==> config.mk <==
export PLATFORM = sky130hd
export DESIGN_NAME = keypad_scanner_flat
export DESIGN_NICKNAME = d
export VERILOG_FILES = /design/src/rtl/keypad_scanner_if.sv /design/src/rtl/keypad_scanner.sv /design/src/flat_wrapper.sv
export SDC_FILE = /design/constraint.sdc
export NUM_CORES = 1
export LEC_CHECK = 0
export BUFFER_PORTS_ARGS = -buffer_cell sky130_fd_sc_hd__buf_2
export CAP_MARGIN = 20
export CORE_UTILIZATION = 60
export CTS_CLUSTER_SIZE = 40
export DETAILED_ROUTE_END_ITERATION = 7
export HOLD_SLACK_MARGIN = 0.02
export PLACE_DENSITY_LB_ADDON = 0.12
export RECOVER_POWER = 100
export SLEW_MARGIN = 25
export SYNTH_ARGS = -nofsm -noshare
export SYNTH_HDL_FRONTEND = slang
export SYNTH_SLANG_ARGS = --single-unit
==> constraint.sdc <==
create_clock -name clk -period 6.8 [get_ports clk]
set_input_delay 2.04 -clock clk [delete_from_list [all_inputs] [get_ports clk]]
set_output_delay 2.04 -clock clk [all_outputs]
set_load 0.03 [all_outputs]
==> src/rtl/keypad_scanner_if.sv <==
// Comparator-side keypad interface: BCD digit plus per-class pressed flags.
// The scanner is the master (producer); the comparator is the slave.
interface keypad_scanner_if;
    logic [3:0] data;
    logic       is_pressed;
    logic       is_star_pressed;
    logic       is_hash_pressed;

    modport master (output data, is_pressed, is_star_pressed, is_hash_pressed);
    modport slave  (input  data, is_pressed, is_star_pressed, is_hash_pressed);
endinterface

==> src/rtl/keypad_scanner.sv <==
// 4x3 matrix keypad scanner: column drive, row synchronizer, per-scan debounce FSM,
// and key encoding onto the comparator interface.
module keypad_scanner #(
    parameter int unsigned SCAN_DIV       = 4,
    parameter int unsigned DEBOUNCE_SCANS = 3
) (
    input  logic              clk,
    input  logic              reset_n,
    input  logic              is_on,
    input  logic [3:0]        row,
    output logic [2:0]        col,
    keypad_scanner_if.master  kp
);
    localparam int unsigned DivW = (SCAN_DIV > 1) ? $clog2(SCAN_DIV) : 1;
    localparam int unsigned CntW = $clog2(DEBOUNCE_SCANS + 1);
    localparam logic [3:0]  KeyStar = 4'd10;
    localparam logic [3:0]  KeyHash = 4'd11;

    typedef enum logic [1:0] {StScan, StDebounce, StPressed, StRelease} state_e;

    logic [3:0]      r_row_meta, r_row_sync;
    logic            r_scan_en;
    logic [DivW-1:0] r_div;
    logic [1:0]      r_idx;
    logic            r_found;
    logic [3:0]      r_found_code;
    state_e          r_state, w_state_next;
    logic [3:0]      r_key, w_key_next;
    logic [CntW-1:0] r_cnt, w_cnt_next;
    logic [3:0]      r_data, w_data_next;
    logic            r_flag_dig, r_flag_star, r_flag_hash;

    logic            w_slot_end, w_scan_end, w_hit, w_res_valid, w_held;
    logic [1:0]      w_hit_row;
    logic [3:0]      w_hit_code, w_res_code;

    function automatic logic [3:0] key_code(input logic [1:0] r, input logic [1:0] c);
        if (r != 2'd3) begin
            return {2'b00, r} * 4'd3 + {2'b00, c} + 4'd1;
        end
        case (c)
            2'd0:    return KeyStar;
            2'd1:    return 4'd0;
            default: return KeyHash;
        endcase
    endfunction

    function automatic logic is_digit(input logic [3:0] k);
        return k < 4'd10;
    endfunction

    always_ff @(posedge clk or negedge reset_n) begin
        if (!reset_n) begin
            r_row_meta <= 4'hF;
            r_row_sync <= 4'hF;
        end else begin
            r_row_meta <= row;
            r_row_sync <= r_row_meta;
        end
    end

    assign w_slot_end = r_scan_en && (r_div == DivW'(SCAN_DIV - 1));
    assign w_scan_end = w_slot_end && (r_idx == 2'd2);
    assign w_hit      = w_slot_end && (r_row_sync != 4'hF);

    // Lowest low row wins within the column being sampled.
    always_comb begin
        w_hit_row = 2'd0;
        for (int i = 3; i >= 0; i--) begin
            if (!r_row_sync[i]) w_hit_row = 2'(i);
        end
    end

    assign w_hit_code  = key_code(w_hit_row, r_idx);
    assign w_res_valid = r_found || w_hit;
    assign w_res_code  = r_found ? r_found_code : w_hit_code;

    always_ff @(posedge clk or negedge reset_n) begin
        if (!reset_n) begin
            r_scan_en    <= 1'b0;
            r_div        <= '0;
            r_idx        <= 2'd0;
            r_found      <= 1'b0;
            r_found_code <= 4'd0;
        end else if (!is_on) begin
            r_scan_en <= 1'b0;
            r_div     <= '0;
            r_idx     <= 2'd0;
            r_found   <= 1'b0;
        end else begin
            r_scan_en <= 1'b1;
            if (w_slot_end) begin
                r_div <= '0;
                r_idx <= (r_idx == 2'd2) ? 2'd0 : r_idx + 2'd1;
                if (w_scan_end) begin
                    r_found <= 1'b0;
                end else if (!r_found && w_hit) begin
                    r_found      <= 1'b1;
                    r_found_code <= w_hit_code;
                end
            end else if (r_scan_en) begin
                r_div <= r_div + DivW'(1);
            end
        end
    end

    always_comb begin
        col = 3'b111;
        if (r_scan_en) col[r_idx] = 1'b0;
    end

    always_comb begin
        w_state_next = r_state;
        w_key_next   = r_key;
        w_cnt_next   = r_cnt;
        w_data_next  = r_data;
        if (!is_on) begin
            w_state_next = StScan;
            w_cnt_next   = '0;
        end else if (w_scan_end) begin
            unique case (r_state)
                StScan: begin
                    if (w_res_valid) begin
                        w_key_next = w_res_code;
                        if (DEBOUNCE_SCANS == 1) begin
                            w_state_next = StPressed;
                            w_cnt_next   = '0;
                            if (is_digit(w_res_code)) w_data_next = w_res_code;
                        end else begin
                            w_state_next = StDebounce;
                            w_cnt_next   = CntW'(1);
                        end
                    end
                end
                StDebounce: begin
                    if (!w_res_valid) begin
                        w_state_next = StScan;
                        w_cnt_next   = '0;
                    end else if (w_res_code == r_key) begin
                        if (r_cnt + CntW'(1) >= CntW'(DEBOUNCE_SCANS)) begin
                            w_state_next = StPressed;
                            w_cnt_next   = '0;
                            // Data lands a cycle ahead of the registered flag.
                            if (is_digit(r_key)) w_data_next = r_key;
                        end else begin
                            w_cnt_next = r_cnt + CntW'(1);
                        end
                    end else begin
                        w_key_next = w_res_code;
                        w_cnt_next = CntW'(1);
                    end
                end
                StPressed: begin
                    if (!w_res_valid || w_res_code != r_key) begin
                        w_state_next = (DEBOUNCE_SCANS == 1) ? StScan : StRelease;
                        w_cnt_next   = (DEBOUNCE_SCANS == 1) ? '0 : CntW'(1);
                    end
                end
                StRelease: begin
                    if (w_res_valid && w_res_code == r_key) begin
                        w_state_next = StPressed;
                        w_cnt_next   = '0;
                    end else if (r_cnt + CntW'(1) >= CntW'(DEBOUNCE_SCANS)) begin
                        w_state_next = StScan;
                        w_cnt_next   = '0;
                    end else begin
                        w_cnt_next = r_cnt + CntW'(1);
                    end
                end
                default: w_state_next = StScan;
            endcase
        end
    end

    assign w_held = is_on && ((w_state_next == StPressed) || (w_state_next == StRelease));

    always_ff @(posedge clk or negedge reset_n) begin
        if (!reset_n) begin
            r_state     <= StScan;
            r_key       <= 4'd0;
            r_cnt       <= '0;
            r_data      <= 4'd0;
            r_flag_dig  <= 1'b0;
            r_flag_star <= 1'b0;
            r_flag_hash <= 1'b0;
        end else begin
            r_state     <= w_state_next;
            r_key       <= w_key_next;
            r_cnt       <= w_cnt_next;
            r_data      <= w_data_next;
            // Flags follow the registered state, one cycle behind the data load.
            r_flag_dig  <= is_on && (r_state == StPressed || r_state == StRelease)
                           && w_held && is_digit(r_key);
            r_flag_star <= is_on && (r_state == StPressed || r_state == StRelease)
                           && w_held && (r_key == KeyStar);
            r_flag_hash <= is_on && (r_state == StPressed || r_state == StRelease)
                           && w_held && (r_key == KeyHash);
        end
    end

    assign kp.data            = r_data;
    assign kp.is_pressed      = r_flag_dig;
    assign kp.is_star_pressed = r_flag_star;
    assign kp.is_hash_pressed = r_flag_hash;
endmodule

==> src/flat_wrapper.sv <==
// flat-port wrapper written by rule: the top's interface ports become plain ports
module keypad_scanner_flat 
#(
    parameter int unsigned SCAN_DIV       = 4,
    parameter int unsigned DEBOUNCE_SCANS = 3
)
  (clk, reset_n, is_on, row, col, kp_data, kp_is_pressed, kp_is_star_pressed, kp_is_hash_pressed);
  keypad_scanner_if kp_i ();
  input  logic clk;
  input  logic reset_n;
  input  logic is_on;
  input  logic [3:0] row;
  output logic [2:0] col;
  output wire logic [$bits(kp_i.data)-1:0] kp_data;
  output wire logic [$bits(kp_i.is_pressed)-1:0] kp_is_pressed;
  output wire logic [$bits(kp_i.is_star_pressed)-1:0] kp_is_star_pressed;
  output wire logic [$bits(kp_i.is_hash_pressed)-1:0] kp_is_hash_pressed;
  assign kp_data = kp_i.data;
  assign kp_is_pressed = kp_i.is_pressed;
  assign kp_is_star_pressed = kp_i.is_star_pressed;
  assign kp_is_hash_pressed = kp_i.is_hash_pressed;
  keypad_scanner #(.SCAN_DIV(SCAN_DIV), .DEBOUNCE_SCANS(DEBOUNCE_SCANS)) u_core (.clk(clk), .reset_n(reset_n), .is_on(is_on), .row(row), .col(col), .kp(kp_i));
endmodule
# Word level (Yosys, flattened, before mapping)
# Index checks and enable logic that the tools add are counted.
# classes
eq_ne	23
mux	46
multipliers	1
n_lt_le_gt_ge	4
reduce_logical	26
n_addsub	5
bitwise	2
# op_table
op	count
two-way mux 2 bit	27
two-way mux 4 bit	6
one-hot mux 2 bit (4 select lines)	2
one-hot mux 4 bit (2 select lines)	2
equality test 2 bit (second input constant)	6
logical AND 1 bit	12
equality test 4 bit (second input constant)	2
!= test 2 x 1 -> 1 bit (second input constant)	4
two-way mux 1 bit	7
AND reduction 7 bit	1
adder 2 x 1 -> 2 bit (second input constant)	3
!= test 3 x 1 -> 1 bit (second input constant)	2
!= test 3 x 2 -> 1 bit (second input constant)	2
AND reduction 6 bit	1
adder 4 x 1 -> 4 bit (second input constant)	1
adder 4 x 2 -> 4 bit	1
equality test 2 x 1 -> 1 bit (second input constant)	2
equality test 4 bit	1
logical NOT 2 bit	2
logical OR 1 bit	4
less-than comparator 4 bit (second input constant)	1
multiplier 2 x 2 -> 4 bit (second input constant)	1
!= test 2 bit (second input constant)	2
!= test 4 bit	1
13 further kinds	14
# totals
input_bits	7
out_inout_bits	10
word_cells	121
regBits	33

# Longest topological paths before layout
# depth
depth_word	21
depth_mapped	10
mapped_depth_nobuf	10

# Least setup slack after synthesis
# OpenSTA, ideal clock, no wires.
# synth_path
path_kind	register to register
startpoint	register u_core.r_row_sync[2]
endpoint	register u_core.r_data[0] (netlist: u_core.kp.data[0])
setup_ns	0.128
stages_incl_launch_ff	11
path_buffers	0
period_less_slack_ns	3.477
required_ns	6.672
path_slack_ns	3.323
arrival_time_ns	3.349
cell_sequence	dfstp_2 > nand2b_1 > a21boi_0 > fa_1 > fa_1 > nor2_1 > o41a_1 > a2bb2oi_2 > nand2_2 > nor4_4 > mux2_1
# synth_between
elab_chain_cells	11
word_cells_on_any_way	16
cone_classes	2 x add/sub; 1 x mul; 3 x eq/ne; 7 x mux; 3 x reduce/logical
# synth_rtl
element	line	rtl
start: declaration	keypad_scanner.sv:21	logic [3:0] r_row_meta, r_row_sync;
start signal: assignment	keypad_scanner.sv:58	r_row_sync <= r_row_meta;
two-way mux 2 bit (3 in series)	keypad_scanner.sv:70	if (!r_row_sync[i]) w_hit_row = 2'(i);
multiplier 2 x 2 -> 4 bit	keypad_scanner.sv:39	return {2'b00, r} * 4'd3 + {2'b00, c} + 4'd1;
adder 4 x 2 -> 4 bit	keypad_scanner.sv:39	
adder 4 x 1 -> 4 bit	keypad_scanner.sv:39	
two-way mux 4 bit	keypad_scanner.sv:38	if (r != 2'd3) begin
two-way mux 4 bit	keypad_scanner.sv:41	case (c)
two-way mux 4 bit	keypad_scanner.sv:76	assign w_res_code = r_found ? r_found_code : w_hit_code;
equality test 4 bit	keypad_scanner.sv:139	end else if (w_res_code == r_key) begin
AND reduction 7 bit (no source line) (*)	--	
end signal: assignment	keypad_scanner.sv:190	r_data <= w_data_next;
end: declaration	keypad_scanner.sv:30	logic [3:0] r_data, w_data_next;
# Every way passes the cells marked *; elsewhere a longest branch is shown, timed or not. The select of a mux whose other input is x is not followed.
# A chain may end at the register's enable or synchronous reset.

# Final worst setup path
# layout_path
startpoint	register u_core.r_row_sync[2]
endpoint	register u_core.r_data[3] (netlist: u_core.kp.data[3])
# Same word-level chain as after synthesis.

==> reports/results.ini <==
[sta]
finalSetupViolCount=0
tns_ps=0
drv_slew=34
clock-skew-final_ps=3.967
fin_crit_sh_pct=61.29
worstMarginPinSlew_ps=1713
finalCriticalPeriod_ps=4168
hold-worst-slack_ps=359.6
hold_violations=0
clock.fmax_ghz=0.2399
rsz0062_at_grt=no
relSlewSlack_pct=-14.23

[power_and_ir_drop]
netSwitchingFraction_pct=23.07
max-vdd-ir-drop_mv=0.1426
clkPwrFrac_pct=37.5
p_comb_share_pct=9.7
p_switching_mw=0.09274
seq_power_share_pct=52.7
total_power_mw=0.4020
p_int_mw=0.3093
total_leakage_power_nw=0.8123
power_density_mw_per_mm2=210.4

[logic_synthesis]
synthXorXnorAreaFrac_pct=1.460
postSynthCellCount=173
synthAdderAreaFrac_pct=5.702
dominantRegCellSynth=dfrtp_1
async_flop_share_pct=100.0
syn_nets=187
synth.top_cells.by_count=dfrtp_1 (25), nand2_1 (17), nor2_1 (12)
yosys.area.top_type=dfrtp_1
synth_top_area_share_pct=34.77
syn_avg_cell_area_um2=10.40
yosysUniqueCellTypes=48
synth_warnings=0
synth_top_family_by_area=simple AND/OR/NAND/NOR gates
synth_enable_flop_cells=0
synth_compound_area_share_pct=13.42
synth_most_common_cell=dfrtp_1
yosys.area_share.simple_pct=21.49
synth.area.mux_share_pct=7.858
synth_area_leaders=dfrtp_1 (35%), dfstp_2 (12%), nand2_1 (3.5%)
ys_ff_latch=33
syn_area_mm2=0.001799
seq_area_frac_synth_pct=46.45

[global_route]
grt_max_degree=34
grt_overflow_total=0
grt_pass1_wl_mm=5.934
grt_use_total_pct=24.33
antenna_found_initial=0
grt_pass1_vias=1292

[setup_path]
crit_fanout=4
crit_arrival_ps=4380
start_kind=flip-flop
path_buf_inv=0
crit_slowest_cell=nor4_1
slowest_delay_ps=740
reg2regPathDepth=10
r2r-end=u_core.kp.data[3]
crit_top_cell=fa_1
rr_startpoint=u_core.r_row_sync[2]
end_kind=flip-flop
path_cells=nand2b_1 -> a21boi_0 -> fa_1 -> fa_1 -> nor2_1 -> o41a_1 -> a2bb2oi_1 -> nand2_1 -> nor4_1 -> mux2_1
path_class=reg -> reg
cp_top_family=adder cells
required_ps=7010
regToRegSetupSlack_ps=2630

[cts]
cts.sinks=33
clockBufferDepth=2
cts_hold_buf=0
cts_inserted_buffers=5
clk_latency_ps=330
cts_resized=0
root_buffer=clkbuf_4
cts_tree=yes
clk_pin_slew_ps=90
cts_setup_buffers=0
htree_num_levels=2

[hold_path]
hp-start=u_core.r_row_meta[0]
hold_class=reg -> reg
hold_depth=0
holdPathEnd=u_core.r_row_sync[0]

[floorplan]
initial_core_util_pct=64.14
die_x_um=56.76
dieHeight_um=56.76
io_pins=17
die-area_mm2=0.003222
fp.coreArea_mm2=0.002805
rows=19

[outcome]
status=finished, violations left
violations=DRC, capacitance limit, slew limit

[layout]
antennaDiodeCount=0
drive_above_1_share_pct=13.76
nNetsFinal=202
area.growth.synth_to_final_pct=6.189

[placed_design]
portBuffers=16
hpwl_mm=2.572
gp_congestion=0.8526

[routing]
post_drt_wl_per_cell_um=15.84
ant_nets=0
first_pass_iters=6
vias=1335
drt-vias-per-instance=6.068
drc=2
drt_iter0_markers=54
drt_wl_total_mm=3.485

[flow_run]
drv_cap=1

==> power by group through the flow <==
| stage | Combinational (mW) | Clock [mW] | Sequential [mW] |
|---|---|---|---|
| finish | 0.0390 | 0.151 | 0.212 |
| floorplan | 0.0318 | 0 | 0.213 |
| detailed placement | 0.0423 | 0 | 0.216 |
| CTS | 0.0425 | 0.154 | 0.212 |
| global placement | 0.0400 | 0 | 0.215 |
| global route | 0.0445 | 0.162 | 0.213 |
==> per-stage QoR <==
stage / setup slack [ps] / utilization, % / instances / instance area [um2]
after detailed placement: 3083 / 66.86 / 212 / 1876
after CTS: 3064 / 69.89 / 220 / 1961
after floorplan: 3323 / - / 173 / 1799
after global routing: 2270 / 68.11 / 220 / 1911
after global placement: 3211 / 66.86 / 212 / 1876
final: 2632 / 68.11 / 220 / 1911
==> placed cells by master, fill, tap and decap left out, drive strengths merged, types with 6 or more instances in the layout <==
cell type | Yosys | layout
dfrtp | 25 | 25
mux2 | 9 | 9
nor2 | 12 | 12
a21oi | 8 | 8
inv | 6 | 6
nor3 | 6 | 6
dfstp | 8 | 8
clkbuf | 5 | 19
nand2 | 18 | 18
==> area by class of cell <==
type                            count  area [um2]
Fill cell                         250       894.6
Multi-Input combinational cell    126       863.3
Sequential cell                    33       835.8
Timing Repair Buffer               16       65.06
Clock buffer                        7       55.05
Tap cell                           31       38.79
Clock inverter                      1       30.03
Inverter                            6       22.52
==> worst max-delay path by stage <==
stage	from	end	cells after the start
final	u_core.r_row_sync[2]	u_core.kp.data[3]	10
after global routing	u_core.r_row_sync[2]	u_core.kp.data[2]	10
after CTS	u_core.r_row_sync[2]	u_core.kp.data[3]	10
after detailed placement	u_core.r_row_sync[2]	u_core.kp.data[3]	10
after global placement	u_core.r_row_sync[2]	u_core.kp.data[2]	10
after floorplan	u_core.r_row_sync[2]	u_core.kp.data[0]	10
==> sequential cells by signal (all words and copies together), names as in the netlist <==
name	count
u_core.r_idx	2
u_core.kp.is_hash_pressed	1
u_core.r_key	4
u_core.r_row_sync	4
u_core.kp.is_pressed	1
u_core.r_div	2
u_core.kp.data	4
u_core.r_cnt	2
u_core.r_scan_en	1
u_core.r_found_code	4
u_core.kp.is_star_pressed	1
u_core.r_row_meta	4
u_core.r_found	1
u_core.r_state	2
==> layer usage <==
layer | vias to the layer above | global-route usage [%] | part of all wire (%) | routed length, um
li1 | 651 | - | - | -
met1 | 640 | 31.35 | 45 | 1574
met2 | 37 | 39.63 | 49 | 1699
met3 | 7 | 6.452 | 4.0 | 141
met4 | 0 | 8.711 | 2.0 | 69
met5 | - | 0 | 0 | 0
==> kinds of logic (layout without fill, tap and decap cells) <==
family                     after synthesis  in the layout
and+or+nand+nor                         70             70
buffers and inverters                   14             30
DFF                                     33             33
AOI/OAI and AO/OA                       33             33
adders and majority gates                7              7
xor gates and xnor gates                 3              3
muxes                                   13             13
Note: power is estimated with default switching activity, not from simulation.
